File: src/rtl/exponent_axi_pkg.sv
`default_nettype none
// ============================================================================
//  Module      : exponent_axi_pkg
//  Description : Shared definitions for the exponent AXI4-Lite initiator:
//                slave register map, control/status bit positions, FSM state
//                encodings, response codes and AXI response encoding.
//  Revision    : 1.0  initial release
// ============================================================================
package exponent_axi_pkg;

    // Register offsets relative to the exponent slave base address
    localparam logic [7:0] c_OFS_OPERAND = 8'h00;
    localparam logic [7:0] c_OFS_CONTROL = 8'h04;
    localparam logic [7:0] c_OFS_STATUS  = 8'h08;
    localparam logic [7:0] c_OFS_RESULT  = 8'h0C;

    // Bit positions inside the control and status registers
    localparam int c_CTRL_START_BIT = 0;
    localparam int c_STAT_DONE_BIT  = 0;

    // Response codes returned on the command response port
    localparam logic [1:0] c_RSP_OKAY    = 2'b00;
    localparam logic [1:0] c_RSP_BUSERR  = 2'b01;
    localparam logic [1:0] c_RSP_TIMEOUT = 2'b10;

    // AXI BRESP/RRESP encoding for a successful access
    localparam logic [1:0] c_AXI_OKAY = 2'b00;

    // Command sequencer states
    typedef enum logic [2:0] {
        ST_IDLE    = 3'd0,
        ST_WR_OP   = 3'd1,
        ST_WR_CTRL = 3'd2,
        ST_RD_STAT = 3'd3,
        ST_RD_RES  = 3'd4,
        ST_RESP    = 3'd5
    } state_t;

    // Single-transaction engine states
    typedef enum logic [2:0] {
        TX_IDLE  = 3'd0,
        TX_WADDR = 3'd1,
        TX_WRESP = 3'd2,
        TX_RADDR = 3'd3,
        TX_RDATA = 3'd4
    } txn_state_t;

endpackage : exponent_axi_pkg
`default_nettype wire

File: src/rtl/exponent_axi4_lite_master_txn.sv
`default_nettype none
// ============================================================================
//  Module      : exponent_axi4_lite_master_txn
//  Description : Single AXI4-Lite transaction engine. A one-cycle i_start
//                launches either a write (AW+W, then B) or a read (AR, then R).
//                o_done pulses combinationally in the cycle the response
//                handshake completes, with o_resp/o_rdata valid alongside, so
//                the sequencer can launch the next access on that same edge.
//  Ports       : clk, rst_n               clock, async active-low reset
//                i_start/i_write/i_addr/i_wdata  transaction request
//                o_done/o_resp/o_rdata    completion, response, read data
//                o_aw*/o_w*/o_bready/o_ar*/o_rready, i_*   AXI4-Lite master
//  Revision    : 1.0  initial release
// ============================================================================
module exponent_axi4_lite_master_txn
    import exponent_axi_pkg::*;
#(
    parameter int ADDR_W = 32,
    parameter int DATA_W = 32
) (
    input  logic              clk,
    input  logic              rst_n,
    input  logic              i_start,
    input  logic              i_write,
    input  logic [ADDR_W-1:0] i_addr,
    input  logic [DATA_W-1:0] i_wdata,
    output logic              o_done,
    output logic [1:0]        o_resp,
    output logic [DATA_W-1:0] o_rdata,
    output logic [ADDR_W-1:0] o_awaddr,
    output logic              o_awvalid,
    input  logic              i_awready,
    output logic [DATA_W-1:0] o_wdata,
    output logic              o_wvalid,
    input  logic              i_wready,
    input  logic [1:0]        i_bresp,
    input  logic              i_bvalid,
    output logic              o_bready,
    output logic [ADDR_W-1:0] o_araddr,
    output logic              o_arvalid,
    input  logic              i_arready,
    input  logic [DATA_W-1:0] i_rdata,
    input  logic [1:0]        i_rresp,
    input  logic              i_rvalid,
    output logic              o_rready
);

    txn_state_t        r_state, w_state_nxt;
    logic [ADDR_W-1:0] r_awaddr, w_awaddr_nxt;
    logic [ADDR_W-1:0] r_araddr, w_araddr_nxt;
    logic [DATA_W-1:0] r_wdata, w_wdata_nxt;
    logic              r_awvalid, w_awvalid_nxt;
    logic              r_wvalid, w_wvalid_nxt;
    logic              r_bready, w_bready_nxt;
    logic              r_arvalid, w_arvalid_nxt;
    logic              r_rready, w_rready_nxt;

    always_ff @(posedge clk or negedge rst_n) begin
        if (!rst_n) begin
            r_state   <= TX_IDLE;
            r_awaddr  <= '0;
            r_araddr  <= '0;
            r_wdata   <= '0;
            r_awvalid <= 1'b0;
            r_wvalid  <= 1'b0;
            r_bready  <= 1'b0;
            r_arvalid <= 1'b0;
            r_rready  <= 1'b0;
        end else begin
            r_state   <= w_state_nxt;
            r_awaddr  <= w_awaddr_nxt;
            r_araddr  <= w_araddr_nxt;
            r_wdata   <= w_wdata_nxt;
            r_awvalid <= w_awvalid_nxt;
            r_wvalid  <= w_wvalid_nxt;
            r_bready  <= w_bready_nxt;
            r_arvalid <= w_arvalid_nxt;
            r_rready  <= w_rready_nxt;
        end
    end

    always_comb begin
        w_state_nxt   = r_state;
        w_awaddr_nxt  = r_awaddr;
        w_araddr_nxt  = r_araddr;
        w_wdata_nxt   = r_wdata;
        w_awvalid_nxt = r_awvalid;
        w_wvalid_nxt  = r_wvalid;
        w_bready_nxt  = r_bready;
        w_arvalid_nxt = r_arvalid;
        w_rready_nxt  = r_rready;

        case (r_state)
            TX_IDLE: begin
            end
            TX_WADDR: begin
                // AW and W retire independently; B is only accepted once both have
                w_awvalid_nxt = r_awvalid & ~i_awready;
                w_wvalid_nxt  = r_wvalid & ~i_wready;
                if (!w_awvalid_nxt && !w_wvalid_nxt) begin
                    w_bready_nxt = 1'b1;
                    w_state_nxt  = TX_WRESP;
                end
            end
            TX_WRESP: begin
                if (i_bvalid) begin
                    w_bready_nxt = 1'b0;
                    w_state_nxt  = TX_IDLE;
                end
            end
            TX_RADDR: begin
                if (i_arready) begin
                    w_arvalid_nxt = 1'b0;
                    w_rready_nxt  = 1'b1;
                    w_state_nxt   = TX_RDATA;
                end
            end
            TX_RDATA: begin
                if (i_rvalid) begin
                    w_rready_nxt = 1'b0;
                    w_state_nxt  = TX_IDLE;
                end
            end
            default: w_state_nxt = TX_IDLE;
        endcase

        // A new request may coincide with the previous response handshake,
        // so it overrides whatever the case above decided.
        if (i_start) begin
            w_bready_nxt = 1'b0;
            w_rready_nxt = 1'b0;
            if (i_write) begin
                w_awaddr_nxt  = i_addr;
                w_wdata_nxt   = i_wdata;
                w_awvalid_nxt = 1'b1;
                w_wvalid_nxt  = 1'b1;
                w_state_nxt   = TX_WADDR;
            end else begin
                w_araddr_nxt  = i_addr;
                w_arvalid_nxt = 1'b1;
                w_state_nxt   = TX_RADDR;
            end
        end
    end

    assign o_done    = (r_bready & i_bvalid) | (r_rready & i_rvalid);
    assign o_resp    = r_rready ? i_rresp : i_bresp;
    assign o_rdata   = i_rdata;
    assign o_awaddr  = r_awaddr;
    assign o_awvalid = r_awvalid;
    assign o_wdata   = r_wdata;
    assign o_wvalid  = r_wvalid;
    assign o_bready  = r_bready;
    assign o_araddr  = r_araddr;
    assign o_arvalid = r_arvalid;
    assign o_rready  = r_rready;

endmodule : exponent_axi4_lite_master_txn
`default_nettype wire

File: src/rtl/exponent_axi4_lite_master.sv
`default_nettype none
// ============================================================================
//  Module      : exponent_axi4_lite_master
//  Description : Command-driven AXI4-Lite initiator for the exponent
//                accelerator. Per command: write operand, write start bit,
//                poll status until done (bounded by C_POLL_LIMIT), read the
//                result, and present it on the response port.
//  Ports       : M_AXI_ACLK / M_AXI_ARESETN  clock, async active-low reset
//                cmd_valid/cmd_ready/cmd_operand          command port
//                rsp_valid/rsp_ready/rsp_result/rsp_code  response port
//                M_AXI_*                                  AXI4-Lite master
//  Revision    : 1.0  initial release
// ============================================================================
module exponent_axi4_lite_master
    import exponent_axi_pkg::*;
#(
    parameter int                            C_M_AXI_ADDR_WIDTH = 32,
    parameter int                            C_M_AXI_DATA_WIDTH = 32,
    parameter logic [C_M_AXI_ADDR_WIDTH-1:0] C_TARGET_BASEADDR  = 32'h7c800000,
    parameter int                            C_POLL_LIMIT       = 255
) (
    input  logic                            M_AXI_ACLK,
    input  logic                            M_AXI_ARESETN,
    input  logic                            cmd_valid,
    output logic                            cmd_ready,
    input  logic [31:0]                     cmd_operand,
    output logic                            rsp_valid,
    input  logic                            rsp_ready,
    output logic [31:0]                     rsp_result,
    output logic [1:0]                      rsp_code,
    output logic [C_M_AXI_ADDR_WIDTH-1:0]   M_AXI_AWADDR,
    output logic                            M_AXI_AWVALID,
    input  logic                            M_AXI_AWREADY,
    output logic [C_M_AXI_DATA_WIDTH-1:0]   M_AXI_WDATA,
    output logic [C_M_AXI_DATA_WIDTH/8-1:0] M_AXI_WSTRB,
    output logic                            M_AXI_WVALID,
    input  logic                            M_AXI_WREADY,
    input  logic [1:0]                      M_AXI_BRESP,
    input  logic                            M_AXI_BVALID,
    output logic                            M_AXI_BREADY,
    output logic [C_M_AXI_ADDR_WIDTH-1:0]   M_AXI_ARADDR,
    output logic                            M_AXI_ARVALID,
    input  logic                            M_AXI_ARREADY,
    input  logic [C_M_AXI_DATA_WIDTH-1:0]   M_AXI_RDATA,
    input  logic [1:0]                      M_AXI_RRESP,
    input  logic                            M_AXI_RVALID,
    output logic                            M_AXI_RREADY
);

    localparam logic [C_M_AXI_ADDR_WIDTH-1:0] c_ADDR_OPERAND =
        C_TARGET_BASEADDR + C_M_AXI_ADDR_WIDTH'(c_OFS_OPERAND);
    localparam logic [C_M_AXI_ADDR_WIDTH-1:0] c_ADDR_CONTROL =
        C_TARGET_BASEADDR + C_M_AXI_ADDR_WIDTH'(c_OFS_CONTROL);
    localparam logic [C_M_AXI_ADDR_WIDTH-1:0] c_ADDR_STATUS  =
        C_TARGET_BASEADDR + C_M_AXI_ADDR_WIDTH'(c_OFS_STATUS);
    localparam logic [C_M_AXI_ADDR_WIDTH-1:0] c_ADDR_RESULT  =
        C_TARGET_BASEADDR + C_M_AXI_ADDR_WIDTH'(c_OFS_RESULT);

    state_t                          r_state, w_state_nxt;
    logic [15:0]                     r_poll_cnt, w_poll_nxt;
    logic [31:0]                     r_rsp_result, w_result_nxt;
    logic [1:0]                      r_rsp_code, w_code_nxt;
    logic                            r_cmd_ready;
    logic                            r_rsp_valid;

    logic                            w_txn_start;
    logic                            w_txn_write;
    logic [C_M_AXI_ADDR_WIDTH-1:0]   w_txn_addr;
    logic [C_M_AXI_DATA_WIDTH-1:0]   w_txn_wdata;
    logic                            w_txn_done;
    logic [1:0]                      w_txn_resp;
    logic [C_M_AXI_DATA_WIDTH-1:0]   w_txn_rdata;
    logic                            w_txn_ok;
    logic [16:0]                     w_poll_inc;

    assign w_txn_ok   = (w_txn_resp == c_AXI_OKAY);
    assign w_poll_inc = {1'b0, r_poll_cnt} + 17'd1;

    always_ff @(posedge M_AXI_ACLK or negedge M_AXI_ARESETN) begin
        if (!M_AXI_ARESETN) begin
            r_state      <= ST_IDLE;
            r_poll_cnt   <= '0;
            r_rsp_result <= '0;
            r_rsp_code   <= c_RSP_OKAY;
            r_cmd_ready  <= 1'b0;
            r_rsp_valid  <= 1'b0;
        end else begin
            r_state      <= w_state_nxt;
            r_poll_cnt   <= w_poll_nxt;
            r_rsp_result <= w_result_nxt;
            r_rsp_code   <= w_code_nxt;
            // Handshake flags are registered from the next state so they stay
            // low throughout reset and track the state with no glitches.
            r_cmd_ready  <= (w_state_nxt == ST_IDLE);
            r_rsp_valid  <= (w_state_nxt == ST_RESP);
        end
    end

    always_comb begin
        w_state_nxt  = r_state;
        w_poll_nxt   = r_poll_cnt;
        w_result_nxt = r_rsp_result;
        w_code_nxt   = r_rsp_code;
        w_txn_start  = 1'b0;
        w_txn_write  = 1'b0;
        w_txn_addr   = c_ADDR_OPERAND;
        w_txn_wdata  = '0;

        case (r_state)
            ST_IDLE: begin
                if (cmd_valid && r_cmd_ready) begin
                    // The operand is captured straight into the engine's WDATA register
                    w_txn_start  = 1'b1;
                    w_txn_write  = 1'b1;
                    w_txn_addr   = c_ADDR_OPERAND;
                    w_txn_wdata  = cmd_operand;
                    w_poll_nxt   = '0;
                    w_result_nxt = '0;
                    w_code_nxt   = c_RSP_OKAY;
                    w_state_nxt  = ST_WR_OP;
                end
            end
            ST_WR_OP: begin
                if (w_txn_done) begin
                    if (!w_txn_ok) begin
                        w_code_nxt   = c_RSP_BUSERR;
                        w_result_nxt = '0;
                        w_state_nxt  = ST_RESP;
                    end else begin
                        w_txn_start                   = 1'b1;
                        w_txn_write                   = 1'b1;
                        w_txn_addr                    = c_ADDR_CONTROL;
                        w_txn_wdata[c_CTRL_START_BIT] = 1'b1;
                        w_state_nxt                   = ST_WR_CTRL;
                    end
                end
            end
            ST_WR_CTRL: begin
                if (w_txn_done) begin
                    if (!w_txn_ok) begin
                        w_code_nxt   = c_RSP_BUSERR;
                        w_result_nxt = '0;
                        w_state_nxt  = ST_RESP;
                    end else begin
                        w_txn_start = 1'b1;
                        w_txn_addr  = c_ADDR_STATUS;
                        w_state_nxt = ST_RD_STAT;
                    end
                end
            end
            ST_RD_STAT: begin
                if (w_txn_done) begin
                    if (!w_txn_ok) begin
                        w_code_nxt   = c_RSP_BUSERR;
                        w_result_nxt = '0;
                        w_state_nxt  = ST_RESP;
                    end else if (w_txn_rdata[c_STAT_DONE_BIT]) begin
                        w_txn_start = 1'b1;
                        w_txn_addr  = c_ADDR_RESULT;
                        w_state_nxt = ST_RD_RES;
                    end else if (w_poll_inc == 17'(C_POLL_LIMIT)) begin
                        // This read was the last one allowed
                        w_code_nxt   = c_RSP_TIMEOUT;
                        w_result_nxt = '0;
                        w_state_nxt  = ST_RESP;
                    end else begin
                        w_poll_nxt  = w_poll_inc[15:0];
                        w_txn_start = 1'b1;
                        w_txn_addr  = c_ADDR_STATUS;
                    end
                end
            end
            ST_RD_RES: begin
                if (w_txn_done) begin
                    if (!w_txn_ok) begin
                        w_code_nxt   = c_RSP_BUSERR;
                        w_result_nxt = '0;
                    end else begin
                        w_code_nxt   = c_RSP_OKAY;
                        w_result_nxt = w_txn_rdata;
                    end
                    w_state_nxt = ST_RESP;
                end
            end
            ST_RESP: begin
                if (rsp_ready) begin
                    w_state_nxt = ST_IDLE;
                end
            end
            default: w_state_nxt = ST_IDLE;
        endcase
    end

    exponent_axi4_lite_master_txn #(
        .ADDR_W (C_M_AXI_ADDR_WIDTH),
        .DATA_W (C_M_AXI_DATA_WIDTH)
    ) u_txn (
        .clk       (M_AXI_ACLK),
        .rst_n     (M_AXI_ARESETN),
        .i_start   (w_txn_start),
        .i_write   (w_txn_write),
        .i_addr    (w_txn_addr),
        .i_wdata   (w_txn_wdata),
        .o_done    (w_txn_done),
        .o_resp    (w_txn_resp),
        .o_rdata   (w_txn_rdata),
        .o_awaddr  (M_AXI_AWADDR),
        .o_awvalid (M_AXI_AWVALID),
        .i_awready (M_AXI_AWREADY),
        .o_wdata   (M_AXI_WDATA),
        .o_wvalid  (M_AXI_WVALID),
        .i_wready  (M_AXI_WREADY),
        .i_bresp   (M_AXI_BRESP),
        .i_bvalid  (M_AXI_BVALID),
        .o_bready  (M_AXI_BREADY),
        .o_araddr  (M_AXI_ARADDR),
        .o_arvalid (M_AXI_ARVALID),
        .i_arready (M_AXI_ARREADY),
        .i_rdata   (M_AXI_RDATA),
        .i_rresp   (M_AXI_RRESP),
        .i_rvalid  (M_AXI_RVALID),
        .o_rready  (M_AXI_RREADY)
    );

    assign cmd_ready   = r_cmd_ready;
    assign rsp_valid   = r_rsp_valid;
    assign rsp_result  = r_rsp_result;
    assign rsp_code    = r_rsp_code;
    assign M_AXI_WSTRB = '1;

endmodule : exponent_axi4_lite_master
`default_nettype wire

File: config.mk
export PLATFORM = sky130hd
export DESIGN_NAME = exponent_axi4_lite_master
export DESIGN_NICKNAME = d
export VERILOG_FILES = /design/src/rtl/exponent_axi_pkg.sv /design/src/rtl/exponent_axi4_lite_master_txn.sv /design/src/rtl/exponent_axi4_lite_master.sv
export SDC_FILE = /design/constraint.sdc
export NUM_CORES = 1
export LEC_CHECK = 0
export CAP_MARGIN = 30
export CORE_MARGIN = 2
export CORE_UTILIZATION = 39
export DETAILED_ROUTE_END_ITERATION = 16
export PLACE_DENSITY_LB_ADDON = 0.12
export SYNTH_ARGS = -nofsm -noshare
export SYNTH_HDL_FRONTEND = slang
export SYNTH_SLANG_ARGS = --single-unit
export TNS_END_PERCENT = 1
File: constraint.sdc
create_clock -name M_AXI_ACLK -period 2.75 [get_ports M_AXI_ACLK]
set_clock_uncertainty 0.2 [all_clocks]
set_input_delay 0.55 -clock M_AXI_ACLK [delete_from_list [all_inputs] [get_ports M_AXI_ACLK]]
set_output_delay 0.55 -clock M_AXI_ACLK [all_outputs]
set_load 0.05 [all_outputs]
==> run summary <==
Status: finished with violations
Violated checks: negative setup slack
Max clock buf depth: 2
Largest cells by area after synthesis: dfrtp_1 49%, buf_4 9.5%, nand2_1 7.0%
Total routed wirelength: 14.18 mm
Antenna Cells: 0
Multi-input gate area: 2246 um^2
Post-DP HPWL: 10.22 mm
Critical path class: reg2reg
Register area share after synthesis: 48.67%
Worst reg2reg startpoint: r_poll_cnt[1]$_DFFE_PN0P_
Fillers: 1198
1st-pass router iterations: 5
CP Launch Type: flop
DIE HEIGHT: 119.4 um
Crit path DAT: 2.82 ns
Final Max Tran Viols: 0
Mean Syn Cell Area: 9.458 um^2
Grt ovf: 0
WP data required: 2.78 ns
Worst IR drop on VDD: 0.0005417 V
Synth Register Bits: 101
Clk root buf: clkbuf_16
Cell taking the most area after synthesis: dfrtp_1
Worst R2R End: r_poll_cnt[0]$_DFFE_PN0P_
Setup-failing EPs final: 3
Share of layout cells above drive strength 1: 13.96%
RSZ-0062 raised after global routing: yes
Worst Tran Pin Value: 0.5654 ns
Worst hold path class: reg2reg
Gr usage total: 19.95%
Setup_tns: -0.09674 ns
GP Congestion: 0.8366
Post-synth EDFFs: 0
Fmax achieved: 0.3586 GHz
Area of the mapped netlist: 5192 um^2
Port Buf Inserts: 165
Rel. slew slack: 62.19%
Final Critical Period: 2.789 ns
Hold Path Sink: u_txn.o_araddr[3]$_DFFE_PN0P_
Final Cycle Share: 101.4%
NumNets Final: 812
CTS tree: built
Worst Path Max Fanout: 5
Distinct cells, synth: 68
Synth warn: 0
Hold path cells: 1
Initial antenna violation count: 0
CTS clk-pin slew, worst paths: 0.07 ns
Fin worst setup slack: -0.03883 ns
R2R Setup Slk: -0.04 ns
DRC violations left: 0
FP Rows: 42
Post-synth ARST share: 100.0%
Die ar.: 14250 um^2
Worst Setup End Kind: flop
Clock Sinks: 101
Synthesis-to-finish area growth: 43.45%
Ports: 218
Util after Layout: 56.70%
First-pass GRT wire length: 22.72 mm
Synth top area share: 48.67%
H-tree depth: 3
Power per cell area: 987.0 nW/um^2
Largest net degree at the start of global routing: 51
Hold Fails Final Rpt: 0
Max Cap Violations: 0
Top FF cell, synth: dfrtp_1
Detailed-route vias per instance: 5.014
DRT antenna net count: 0
Worst-case reg-to-reg path depth: 9
Core area: 13140 um^2
Top post-synthesis cells by count: 101 x dfrtp_1, 97 x nand2_1, 66 x buf_4
Initial DRC count: 276
Synth Instances: 549
Leak pwr: 0.003413 uW
Via count: 4583
Starting Density: 39.52%
Register area: 2531 um^2
CTS buffer count: 9
DR WL/cell: 15.51 um
Die Wd: 119.4 um
Count leader, synth: dfrtp_1
Skew-Pair Late Insertion Delay: 0.35 ns
Hold wc startpoint: u_txn.o_araddr[3]$_DFFE_PN0P_
Vias in the first global route: 4467
-- worst max-delay path, cell delays in order (launching register included) --
cell and delay, ns:
dfrtp_1 0.41, ha_4 0.19, and2b_1 0.18, o21ai_1 0.06
a211o_1 0.29, or4b_4 0.53, o31a_1 0.28, buf_4 0.16
buf_4 0.13, mux2_2 0.26
-- logic make-up (layout without fill, tap and decap cells) --
kind of cell	count (synthesis)	after routing	share of synthesized area (%)
AOI/OAI and AO/OA	99	99	14.41
buffers and inverters	108	247	12.82
DFF	101	101	48.67
and+or+nand+nor	226	226	21.33
adders and majority gates	3	3	0.6746
xor gates and xnor gates	5	5	0.8435
other	2	52	0.1446
muxes	5	5	1.108
-- per-stage QoR --
step,instance area [um^2],cells,total power [uW],hold WS (ns),worst slack (ns)
after floorplan,5398,599,4849,0.05441,-0.01347
after global placement,7071,893,6061,0.2567,-0.2568
after detailed placement,7071,893,6109,0.2685,-0.2613
after CTS,7433,913,7408,0.2864,-0.03641
after global routing,7448,914,7727,0.3110,-0.1621
final,7448,914,7352,0.2870,-0.03883
-- per-layer routing --
metal  global-route usage, %  part of all wire [%]  vias to the layer above  routed length, um
met5                       0                     0                        -                  0
met4                   5.441                  0.92                        0                130
met3                   7.040                   8.9                       13               1256
met2                   31.29                    47                      178               6686
met1                   26.29                    43                     2207               6101
li1                        -                     -                     2185                  -
-- layout make-up --
type	count	share of cell area [%]
Inverter	10	0.5039
Multi-Input combinational cell	390	30.15
Sequential cell	101	33.98
Clock inverter	6	0.7055
Timing Repair Buffer	221	28.49
Clock buffer	10	3.208
Tap cell	176	2.956
-- worst max path at each step --
stage	from	endpoint	slack, ns	cells past startpoint
after floorplan	r_poll_cnt[0]$_DFFE_PN0P_	r_poll_cnt[14]$_DFFE_PN0P_	-0.01	8
after global placement	M_AXI_RRESP[0]	rsp_code[0]$_DFFE_PN0P_	-0.26	8
after detailed placement	M_AXI_RRESP[0]	rsp_code[0]$_DFFE_PN0P_	-0.26	8
after CTS	r_poll_cnt[1]$_DFFE_PN0P_	cmd_ready$_DFF_PN0_	-0.04	9
after global routing	r_poll_cnt[1]$_DFFE_PN0P_	cmd_ready$_DFF_PN0_	-0.16	9
final	r_poll_cnt[1]$_DFFE_PN0P_	r_poll_cnt[0]$_DFFE_PN0P_	-0.04	9
-- layout by cell type (no fill, tap or decap), drive strengths merged, types with 3 or more instances in the layout --
master	netlist	layout
o31a	3	3
nor3	9	9
o22ai	4	4
clkbuf	21	10
nor2	16	16
o21ai	15	15
or2	6	6
a22oi	4	4
a21oi	10	10
a22o	33	33
buf	77	56
o31ai	4	4
nand3b	3	3
a31oi	10	10
clkdlybuf4s50	0	164
and3	5	5
xnor2	3	3
conb	2	52
nor4	7	7
or3	6	6
nand4	8	8
nand2	98	98
inv	10	13
mux2	3	3
nand3	53	53
dfrtp	101	101
-- flip-flops by register name, indices dropped and copies added, names as in the netlist --
| register | cells |
|---|---|
| rsp_result | 32 |
| u_txn.o_wdata | 32 |
| r_poll_cnt | 16 |
| r_state | 3 |
| u_txn.o_araddr | 3 |
| u_txn.o_awaddr | 3 |
| u_txn.r_state | 3 |
| rsp_code | 2 |
| cmd_ready | 1 |
| rsp_valid | 1 |
| u_txn.o_arvalid | 1 |
| u_txn.o_awvalid | 1 |
| u_txn.o_bready | 1 |
| u_txn.o_rready | 1 |
| u_txn.o_wvalid | 1 |
-- power by group --
| part | switching [uW] | internal [uW] |
|---|---|---|
| Combinational | 2600 | 1300 |
| Clock | 614 | 656 |
| Sequential | 281 | 1910 |
| Total | 3490 | 3860 |
-- what timing repair did --
| item | in CTS | in global routing |
|---|---|---|
| gates resized for setup | 7 | 1 |
| setup buffers | 3 | 1 |
| setup endpoints to repair | 42 | 55 |
| endpoints found under the hold margin | 30 | 0 |
| pin swaps | 7 | 3 |
| hold buffers | 1 | 0 |
Power figures use the tool's default switching activity.
